`src/rtl/std_mem_d1_reader_if.sv`:
```
// rtl/std_mem_d1_reader_if.sv - valid/ready output stream bundle for std_mem_d1_reader
interface std_mem_d1_reader_if #(
    parameter int WIDTH = 32
);
    logic [WIDTH-1:0] out_data;
    logic             out_valid;
    logic             out_ready;

    modport master (
        output out_data,
        output out_valid,
        input  out_ready
    );

    modport slave (
        input  out_data,
        input  out_valid,
        output out_ready
    );
endinterface

```
`src/rtl/std_mem_d1_reader.sv`:
```
// rtl/std_mem_d1_reader.sv - go/done burst reader draining a std_mem_d1 into a valid/ready stream (optional STD_MEM_D1_READER_CHECKSUM_EN)
module std_mem_d1_reader #(
    parameter int WIDTH    = 32,
    parameter int SIZE     = 16,
    parameter int IDX_SIZE = 4
) (
    input  logic                clk,
    input  logic                reset_n,
    input  logic                go,
    input  logic [IDX_SIZE-1:0] base,
    input  logic [IDX_SIZE:0]   count,
    output logic [IDX_SIZE-1:0] addr0,
    input  logic [WIDTH-1:0]    read_data,
    std_mem_d1_reader_if.master strm,
    output logic                busy,
`ifdef STD_MEM_D1_READER_CHECKSUM_EN
    output logic [WIDTH-1:0]    checksum,
`endif
    output logic                done
);

    typedef enum logic [1:0] {
        S_IDLE,
        S_STREAM,
        S_DONE
    } state_t;

    // Pointer wraps at SIZE, which need not be a power of two.
    localparam logic [IDX_SIZE-1:0] LAST_IDX = IDX_SIZE'(SIZE - 1);
    localparam logic [IDX_SIZE-1:0] PTR_ONE  = {{(IDX_SIZE-1){1'b0}}, 1'b1};
    localparam logic [IDX_SIZE:0]   REM_ONE  = {{IDX_SIZE{1'b0}}, 1'b1};

    state_t              state;
    state_t              state_nxt;
    logic [IDX_SIZE-1:0] ptr;
    logic [IDX_SIZE:0]   remaining;
    logic [WIDTH-1:0]    data_q;
    logic                valid_q;

    logic                accept;
    logic                load;
    logic                handshake;
    logic                slot_free;

    assign addr0          = ptr;
    assign strm.out_data  = data_q;
    assign strm.out_valid = valid_q;
    assign busy           = (state != S_IDLE);
    assign done           = (state == S_DONE);

    // Next-state and per-cycle control strobes; output slot is free when empty or being drained.
    always_comb begin
        state_nxt = state;
        accept    = 1'b0;
        load      = 1'b0;
        handshake = valid_q && strm.out_ready;
        slot_free = !valid_q || strm.out_ready;
        case (state)
            S_IDLE: begin
                if (go) begin
                    accept    = 1'b1;
                    state_nxt = (count != '0) ? S_STREAM : S_DONE;
                end
            end
            S_STREAM: begin
                load = (remaining != '0) && slot_free;
                if ((remaining == '0) && slot_free) begin
                    state_nxt = S_DONE;
                end
            end
            S_DONE: begin
                state_nxt = S_IDLE;
            end
            default: begin
                state_nxt = S_IDLE;
            end
        endcase
    end

    // State register.
    always_ff @(posedge clk or negedge reset_n) begin
        if (!reset_n) begin
            state <= S_IDLE;
        end else begin
            state <= state_nxt;
        end
    end

    // Address pointer, beat counter and the registered output word.
    always_ff @(posedge clk or negedge reset_n) begin
        if (!reset_n) begin
            ptr       <= '0;
            remaining <= '0;
            data_q    <= '0;
            valid_q   <= 1'b0;
        end else if (accept) begin
            ptr       <= base;
            remaining <= count;
        end else if (load) begin
            data_q    <= read_data;
            valid_q   <= 1'b1;
            remaining <= remaining - REM_ONE;
            ptr       <= (ptr == LAST_IDX) ? '0 : ptr + PTR_ONE;
        end else if (handshake) begin
            valid_q   <= 1'b0;
        end
    end

`ifdef STD_MEM_D1_READER_CHECKSUM_EN
    // XOR of every word that completes a handshake; restarts on each accepted go.
    always_ff @(posedge clk or negedge reset_n) begin
        if (!reset_n) begin
            checksum <= '0;
        end else if (accept) begin
            checksum <= '0;
        end else if (handshake) begin
            checksum <= checksum ^ data_q;
        end
    end
`endif

endmodule

```
`src/flat_wrapper.sv`:
```
// flat-port wrapper written by rule: the top's interface ports become plain ports
module std_mem_d1_reader_flat 
#(
    parameter int WIDTH    = 32,
    parameter int SIZE     = 16,
    parameter int IDX_SIZE = 4
)
  (clk, reset_n, go, base, count, addr0, read_data, busy, done, strm_out_data, strm_out_valid, strm_out_ready);
  std_mem_d1_reader_if #(.WIDTH(WIDTH)) strm_i ();
  input  logic clk;
  input  logic reset_n;
  input  logic go;
  input  logic [IDX_SIZE-1:0] base;
  input  logic [IDX_SIZE:0] count;
  output logic [IDX_SIZE-1:0] addr0;
  input  logic [WIDTH-1:0] read_data;
  output logic busy;
  output logic done;
  output wire logic [$bits(strm_i.out_data)-1:0] strm_out_data;
  output wire logic [$bits(strm_i.out_valid)-1:0] strm_out_valid;
  input wire logic [$bits(strm_i.out_ready)-1:0] strm_out_ready;
  assign strm_out_data = strm_i.out_data;
  assign strm_out_valid = strm_i.out_valid;
  assign strm_i.out_ready = strm_out_ready;
  std_mem_d1_reader #(.WIDTH(WIDTH), .SIZE(SIZE), .IDX_SIZE(IDX_SIZE)) u_core (.clk(clk), .reset_n(reset_n), .go(go), .base(base), .count(count), .addr0(addr0), .read_data(read_data), .strm(strm_i), .busy(busy), .done(done));
endmodule
```
`config.mk`:
```
export PLATFORM = sky130hd
export DESIGN_NAME = std_mem_d1_reader_flat
export DESIGN_NICKNAME = d
export VERILOG_FILES = /design/src/rtl/std_mem_d1_reader_if.sv /design/src/rtl/std_mem_d1_reader.sv /design/src/flat_wrapper.sv
export SDC_FILE = /design/constraint.sdc
export NUM_CORES = 1
export LEC_CHECK = 0
export ABC_AREA = 1
export BUFFER_PORTS_ARGS = -buffer_cell sky130_fd_sc_hd__buf_4
export CORE_AREA = 2 2 68 70
export CTS_CLUSTER_SIZE = 12
export DETAILED_ROUTE_END_ITERATION = 12
export DIE_AREA = 0 0 70 72
export PLACE_DENSITY = 0.78
export SLEW_MARGIN = 20
export SYNTH_ARGS = -nofsm -noshare
export SYNTH_HDL_FRONTEND = slang
export SYNTH_SLANG_ARGS = --single-unit
```
`constraint.sdc`:
```
create_clock -name clk -period 1.52 [get_ports clk]
set_input_delay 0.228 -clock clk [delete_from_list [all_inputs] [get_ports clk]]
set_output_delay 0.228 -clock clk [all_outputs]
set_load 0.02 [all_outputs]
```
---- Yosys cells after proc, flatten, opt, wreduce, memory -nomap -nowiden ----
Index checks and enable logic that the tools add are counted.
word-level totals
  bits in registers ....................... 44
  bits of input ports ..................... 45
operators by class
  add/sub/neg operators ................... 2
  equality and inequality tests ........... 5
  reductions and logical operators ........ 15
  bitwise operators ....................... 1
  muxes and demuxes ....................... 14
operators with widths
  operator               count
  $mux W4                3
  $mux W5                2
  $reduce_bool A5 Y1     2
  $mux W2                3
  $reduce_and A2 Y1      3
  $reduce_bool A2 Y1     3
  $logic_not A5 Y1       1
  $mux W1                5
  $sub A5 B1 Y5 const B  1
  $add A4 B1 Y4 const B  1
  $eq A4 B4 Y1 const B   1
  $pmux W2 S2            1
  $logic_and A1 B1 Y1    3
  $eq A2 B1 Y1 const B   1
  $eq A2 B2 Y1 const B   1
  $logic_not A2 Y1       1
  $ne A2 B1 Y1 const B   1
  $ne A2 B2 Y1 const B   1
  $logic_not A1 Y1       1
  $logic_or A1 B1 Y1     1
  $not A1 Y1             1

---- Logic depth before layout (Yosys ltp) ----
Gate-level depths: netlist of run 1.
  word-level depth ........................ 6
  mapped depth ............................ 9
  gate-level depth less buffers ........... 8

---- Worst setup path before layout of run 1 ----
Ideal clock, no wire load.
  path type ............................... reg-to-reg
  start point ............................. register u_core.remaining[0]
  end point ............................... register u_core.data_q[10] (netlist: u_core.strm.out_data[10])
  data required time ...................... 1404 ps
  setup slack ............................. 149 ps
  arrival time ............................ 1255 ps
  path buffers ............................ 2
  period minus slack after synthesis ...... 1371 ps
  cell stages (with the launch flop) ...... 10
  cells stage by stage .................... dfrtp_1 inv_1 ha_1 nand3_1 nand2_2 inv_2 buf_6 buf_6 nand2_1 nand2_1
on the way
  longest elaborated chain between the ends .. 4
RTL lines
  item                         RTL line                  source
  start, declared              std_mem_d1_reader.sv:36   logic [IDX_SIZE:0] remaining;
  start signal, assigned       std_mem_d1_reader.sv:98   remaining <= count;
  start signal, assigned       std_mem_d1_reader.sv:102  remaining <= remaining - REM_ONE;
  $reduce_bool A5 Y1           std_mem_d1_reader.sv:66   load = (remaining != '0) && slot_free;
  $logic_and A1 B1 Y1          std_mem_d1_reader.sv:66
  $mux W1                      std_mem_d1_reader.sv:58   case (state)
  $reduce_and A2 Y1 (no line)  n/a
  end signal, assigned         std_mem_d1_reader.sv:100  data_q <= read_data;
  end, declared                std_mem_d1_reader.sv:37   logic [WIDTH-1:0] data_q;
No other way between the ends.
A chain may end at the register's enable or synchronous reset.

---- Worst setup path after layout of run 1 ----
  start point ............................. register u_core.remaining[0]
  end point ............................... register u_core.remaining[2]
on the way
  longest elaborated chain between the ends .. 4
RTL lines
  item
  parallel branches: the longest is 4 deep, another holds $sub A5 B1 Y5
Parallel ways; which one is timed is not known. The select of a mux whose other input is x is not followed.

==> results of run 1 <==
## logic make-up after synthesis
family                     synth area share (%)
and+or+nand+nor                           34.24
DFF                                       56.74
buffers and inverters                     5.673
AOI/OAI and AO/OA                         1.160
xor gates and xnor gates                 0.9028
adders and majority gates                 1.289
## synthesized netlist by cell type, types with 2 or more instances
cell type / instances / area share (%)
nor2_1: 6 / 1.2
nand3b_1: 2 / 0.77
nor2_2: 2 / 0.64
ha_1: 2 / 1.3
xor2_1: 2 / 0.90
nand2_1: 132 / 26
inv_1: 9 / 1.7
nand3_1: 20 / 5.2
nand2_2: 2 / 0.64
buf_2: 7 / 1.8
buf_6: 3 / 1.7
o21ai_0: 3 / 0.77
inv_2: 2 / 0.39
dfrtp_1: 44 / 57
## path summary, 6_finish.rpt
kind                                    startpoint                        to  slack [ns]  depth (start not counted)
setup / recovery               u_core.remaining[0]       u_core.remaining[2]        0.12                          7
hold / removal                       read_data[12]  u_core.strm.out_data[12]        0.12                          3
setup reg to reg               u_core.remaining[0]       u_core.remaining[2]        0.12                          7
hold reg to reg            u_core.strm.out_data[8]   u_core.strm.out_data[8]        0.49                          2
max in group asynchronous                  reset_n   u_core.strm.out_data[3]        0.67                          2
min in group asynchronous                  reset_n  u_core.strm.out_data[21]        0.48                          2
## worst max-delay path, stage by stage (launching register included)
cell and delay (ns):
dfrtp_1 0.35, inv_1 0.06, ha_1 0.20, nand3_1 0.12, nand2_2 0.10, inv_4 0.29
nand2_1 0.10, nand3_1 0.09
## cell type report
| class | count | share of cell area, % |
|---|---|---|
| Sequential cell | 44 | 40.55 |
| Multi-Input combinational cell | 173 | 26.87 |
| Timing Repair Buffer | 90 | 25.12 |
| Clock buffer | 7 | 3.180 |
| Tap cell | 52 | 2.396 |
| Inverter | 11 | 1.613 |
| Clock inverter | 1 | 0.2765 |
## state kept, by name, indices dropped and copies added, names as in the netlist
name                   cells
u_core.remaining           5
u_core.strm.out_data      32
u_core.strm.out_valid      1
u_core.addr0               4
u_core.state               2
## repair_timing
action                                  CTS  global route
gates resized for setup                   1             1
hold buffers                              1             0
cloned                                    0             0
endpoints found under the hold margin    44             0
endpoints found under the setup margin   38             2
## power breakdown
group          leakage [nW]  total [mW]  internal (mW)  switching, mW
clock network        0.0445       0.757          0.369          0.387
registers             0.544        2.16           1.76          0.398
logic                 0.962        3.29           1.34           1.96
## layer usage
| metal | GRT usage [%] | up-vias |
|---|---|---|
| met2 | 30.05 | 62 |
| met3 | 5.139 | 6 |
| li1 | - | 897 |
| met5 | 0 | - |
| met4 | 5.556 | 0 |
| met1 | 26.11 | 848 |
==> run summary, run 1 <==
The row count came out at 24. The flow ran to the end, and the final reports show no timing, DRC or antenna violations. The proportion of layout cells with a drive suffix above 1 came out at 31.29%. The fraction of registers with async set/reset came out at 100.0%. Routability-driven placement finished with a final weighted congestion of 0.8285. Final hold analysis gives a worst-case slack of 0.1175 ns. In this run the deepest clock path goes through 2 buffers. The cell area after technology mapping is 0.001941 mm². The shortest clock period the worst path allows after layout is 1.403 ns.

The overall die area is 0.005040 mm². The die outline height is 72 µm. The distinct cell type count after synthesis came out at 16. For this run, the register share of the synthesized area comes to 56.74%. The detailed-route wire length on metal 1 is 2021 µm. The routed length per placed instance is 12.04 µm.

The power per standard cell area is 2286 mW/mm². The effective utilization at floorplan came out at 45.51%. In the global route stage, overall resource usage came out at 19.00%. The final wirelength is 4550 µm. Leaving out fill and tap cells, the most frequent cell in the layout is nand2_1. At the later pin of the worst-skew pair, clock insertion delay measures 0.30 ns. In this run the static leakage power is 1.550 nW.

84 I/O pins were placed. The cell count after synthesis is 238. The number of fill cells came out at 404.

STA classifies the critical path startpoint as a flop. The average instance area after synthesis came out at 8.154 µm². The required time of the critical path came out at 1.75 ns. Once routing completed, OpenROAD measured the worst setup slack at 0.1173 ns. The top achievable clock speed came out at 0.7129 GHz. The area added between synthesis and finish came out at 39.91%.

The total setup buffers inserted after CTS came out at 0. Setup repair after global routing could not meet its margin everywhere. The detailed router finished its first iteration with 95 violations.

The number of port buffers came out at 83. During synthesis, Yosys emitted a total of 0 warnings. The number of antenna violations at the first check in global routing is 0. The number of enable flip-flop cells after synthesis came out at 0. The core utilization of the finished layout came out at 63.67%. The detailed-route vias per instance came out at 4.796. Setup total negative slack on the finished layout was measured at 0 ns. The final number of max-transition violations came out at 0.

The antenna diode instance count came out at 0. The die is 70 µm wide. The worst-case headroom to the max-slew limit came out at 64.38%. The cell sitting at the root of the clock tree is a clkbuf_8. The post-synthesis net count came out at 285. The total design power came out at 6.206 mW.

The amount of wire on met2 after detailed routing came out at 2190 µm. The class of the most critical setup path is flop to flop. The type of the most critical hold path is input port to flop. The clock-pin transition on the worst setup and hold timing paths came out at 0.09 ns.

The pin count of the biggest net entering global routing came out at 45. The core area is 0.004264 mm². The number of optimization iterations in the first detailed-route pass came out at 4.

The most used flip-flop cell after synthesis is dfrtp_1. The number of cells in the finished layout apart from fillers came out at 378. The max-capacitance violation count is 0.

Summing all flip-flop and latch instances after layout gives 0.001101 mm². The hold violation total from the final report is 0. The number of nets with antenna violations after detailed routing came out at 0. The wire length of the first global-routing pass is 7590 µm. The pre-CTS worst setup slack is -0.04848 ns. In the finished design, the share of the clock period the worst path needs comes to 92.29%. The via count of the first global-routing pass is 1652. The largest fanout of any net on the critical path came out at 38. STA puts the critical path data arrival time at 1.63 ns. Across all layers, the routed design uses 1813 vias. The final setup skew is 0.01102 ns. The net count of the finished layout is 372. The HPWL after detailed placement came out at 3255 µm.

The residual DRC count came out at 0. Setup violations remaining at the end of the flow were counted as 0. The sum of met3 wire segment lengths after detailed routing came out at 289 µm.

The count of clock tree sinks is 44. The library cells used most frequently in the layout, excluding fill and tap cells, are nand2_1 (132), buf_4 (88), dfrtp_1 (44). The number of CTS-inserted buffers came out at 5.

At the pin with the least slew margin, the transition time is 0.5343 ns. The final non-filler cell area came out at 0.002715 mm². TritonCTS built the clock tree. The maximum level of the CTS H-tree is 2. Summing all multi-input logic gate instances after layout gives 729.5 µm². The placed instances occupy a cell area of 0.002605 mm². The highest metal layer carrying signal wires in the routed design is met4. The maximum vdd drop is 1.184 mV. The total overflow left after global routing is 0. The worst setup path is captured at a flop. The number of register bits inferred by synthesis is 44. The post-placement cell count is 369.
(Power assumes the default switching activity.)
==> inputs of run 2 (changes only) <==
--- a/config.mk
+++ b/config.mk
@@ -12,6 +12,7 @@
 export DETAILED_ROUTE_END_ITERATION = 12
 export DIE_AREA = 0 0 70 72
 export PLACE_DENSITY = 0.78
+export RECOVER_POWER = 25
 export SLEW_MARGIN = 20
 export SYNTH_ARGS = -nofsm -noshare
 export SYNTH_HDL_FRONTEND = slang
==> run summary, run 2 (synthesis results as in run 1) <==
The run finished with clean final reports. The final wirelength was 4558 µm (+0.18%). The global-route total usage across every layer is 19.00% (unchanged).

The final RePlAce weighted congestion is 0.8285 (unchanged). The maximum vdd drop is 1.187 mV (+0.21%). TritonCTS built the clock tree. The die outline height came out at 72 µm (unchanged). The area added between synthesis and finish was 39.78% (about the same). The type of the most critical hold path is input port to flop. The I/O pin count came to 84 (unchanged). The required time of the critical path was 1.75 ns (about the same). On the critical path, the stage with the largest delay is an instance of dfrtp_1. Walking the worst path, the cells encountered are inv_1, ha_1, nand3_1, nand2_2, inv_4, nand2_1, nand3_1. The largest buffer count on any clock path is 2 (unchanged).

The startpoint identified for the worst register-to-register timing path is u_core.remaining[0]. The violation count after the first detailed-route iteration was 98 (+3.2%). The max-capacitance violation count was 0 (unchanged). The final global-route overflow total came out at 0 (unchanged). The antenna diode instance count is 0 (unchanged). The final setup violation count came to 0 (unchanged). The wire length of the first global-routing pass is 7590 µm (unchanged). The timing startpoint of the critical path is u_core.remaining[0].

The kind of launch point of the worst setup path is a flop. The via count was 1831 (+0.99%). The row count came out at 24 (unchanged). The flip-flop count of the largest register after layout came to 32 (unchanged). The total setup buffers inserted after CTS is 0 (unchanged). The final non-filler cell area came out at 0.002713 mm² (about the same). The library cell used most frequently in the layout, excluding fill and tap cells, is nand2_1. The number of fill cells came out at 405 (+0.25%). The count of clock tree sinks is 44 (unchanged). The detailed-route vias per instance is 4.844 (+0.99%). The clock root buffer master is clkbuf_8. The final setup skew was 0.01037 ns (-0.0006444 ns).

The proportion of layout cells with a drive suffix above 1 came out at 31.29% (unchanged). The top achievable clock speed came to 0.7143 GHz (+0.20%). The number of antenna violations at the first check in global routing is 0 (unchanged).

The clock-pin transition on the worst setup and hold timing paths is 0.09 ns (about the same). The nature of the critical path endpoint is a flop. The kind of cell with the highest combined delay along the critical path is simple AND/OR/NAND/NOR gates. The net count of the finished layout came out at 372 (unchanged).

The worst-case headroom to the max-slew limit came to 37.13% (-27 points). The total design power came out at 6.207 mW (about the same). The clock latency on the worst-skew pair came to 0.30 ns (about the same). The critical path in this run is classified as flop to flop.

The largest fanout of any net on the critical path came out at 38 (unchanged). The maximum level of the CTS H-tree came out at 2 (unchanged). The effective utilization at floorplan is 45.51% (unchanged). The longest individual stage delay on the worst path came to 0.35 ns (about the same). The HPWL after detailed placement is 3255 µm (unchanged). The number of CTS-inserted buffers came out at 5 (unchanged). The core area came out at 0.004264 mm² (unchanged). The pin count of the biggest net entering global routing came out at 45 (unchanged).

The number of buffers and inverters on the critical path came out at 2 (unchanged). The power per standard cell area was 2288 mW/mm² (+0.11%). The number of nets with antenna violations after detailed routing came to 0 (unchanged). Setup repair after global routing could not meet its margin everywhere. The shortest clock period the worst path allows after layout came out at 1.400 ns (-0.002863 ns).

The data arrival time of the critical path is 1.63 ns (about the same). The residual DRC count came out at 0 (unchanged). The final number of max-transition violations is 0 (unchanged). The via count of the first global-routing pass was 1652 (unchanged). The setup slack of the most critical reg-to-reg path was 0.12 ns (about the same). The static leakage is 1.549 nW (about the same). The start point of the worst min-delay path is read_data[12]. The overall die area was 0.005040 mm² (unchanged).

The slew at the pin closest to its max-slew limit came out at 0.9431 ns (+0.4087 ns). The placed standard-cell area came out at 0.002605 mm² (unchanged). The most numerous cell type found on the critical path is nand3_1.

Leaving out fill and tap cells, the most frequent cells in the layout are nand2_1 (132), buf_4 (87), dfrtp_1 (44). The hold violation total from the final report is 0 (unchanged). The routed length per placed instance is 12.06 µm (+0.18%). The number of optimization iterations in the first detailed-route pass was 5 (+1). The post-route clock period utilization was 92.10% (-0.19 points). The x dimension of the die came out at 70 µm (unchanged).

The number of port buffers came out at 83 (unchanged).
run 2: repair_timing:
item                       4_1_cts  5_1_grt
hold endpoints to repair        44        0
hold buffers                     1        0
gates resized for setup          1        1
setup endpoints to repair       38        2
gates cloned                     0        0
run 2: final timing paths:
path / to / depth (start not counted)
max: u_core.remaining[2] / 7
min: u_core.strm.out_data[12] / 3
max reg2reg: u_core.remaining[2] / 7
min reg2reg: u_core.strm.out_data[8] / 2
max in group asynchronous: u_core.strm.out_data[3] / 2
min in group asynchronous: u_core.strm.out_data[21] / 2
run 2: where the power goes:
part | total, mW | internal [mW] | switching [mW]
registers | 2.15 | 1.76 | 0.397
clock network | 0.759 | 0.369 | 0.389
logic | 3.29 | 1.34 | 1.96
total | 6.21 | 3.46 | 2.74
run 2: per-stage QoR:
step	setup TNS, ns	util, %	cells	setup WS (ns)	hold slack, ns
after floorplan	0	-	238	0.1488	-0.06759
after global placement	0	61.09	369	0.02968	0.2527
after detailed placement	-0.2871	61.09	369	-0.04848	0.2570
after CTS	0	63.59	378	0.07918	0.1139
after global routing	-0.03750	63.62	378	-0.01458	0.1108
final	0	63.62	378	0.1201	0.1179
run 2: tightest hold or removal path, cell delays in order:
cell     delay (ns)
buf_4          0.07
nand2_1        0.04
nand2_1        0.04
run 2: area by class of cell:
class                           count  area, µm²  area share (%)
Clock buffer                        7      86.33           3.183
Clock inverter                      1      7.507          0.2768
Timing Repair Buffer               90      679.4           25.05
Inverter                           11      43.79           1.614
Tap cell                           52      65.06           2.399
Multi-Input combinational cell    173      729.5           26.89
Sequential cell                    44       1101           40.59
run 2: routing by layer:
layer | vias to the layer above | global-route usage, % | wire length [µm]
met5 | - | 0 | 0
met4 | 0 | 5.556 | 51
met3 | 8 | 5.139 | 312
met2 | 70 | 30.05 | 2195
met1 | 856 | 26.11 | 1998
li1 | 897 | - | -
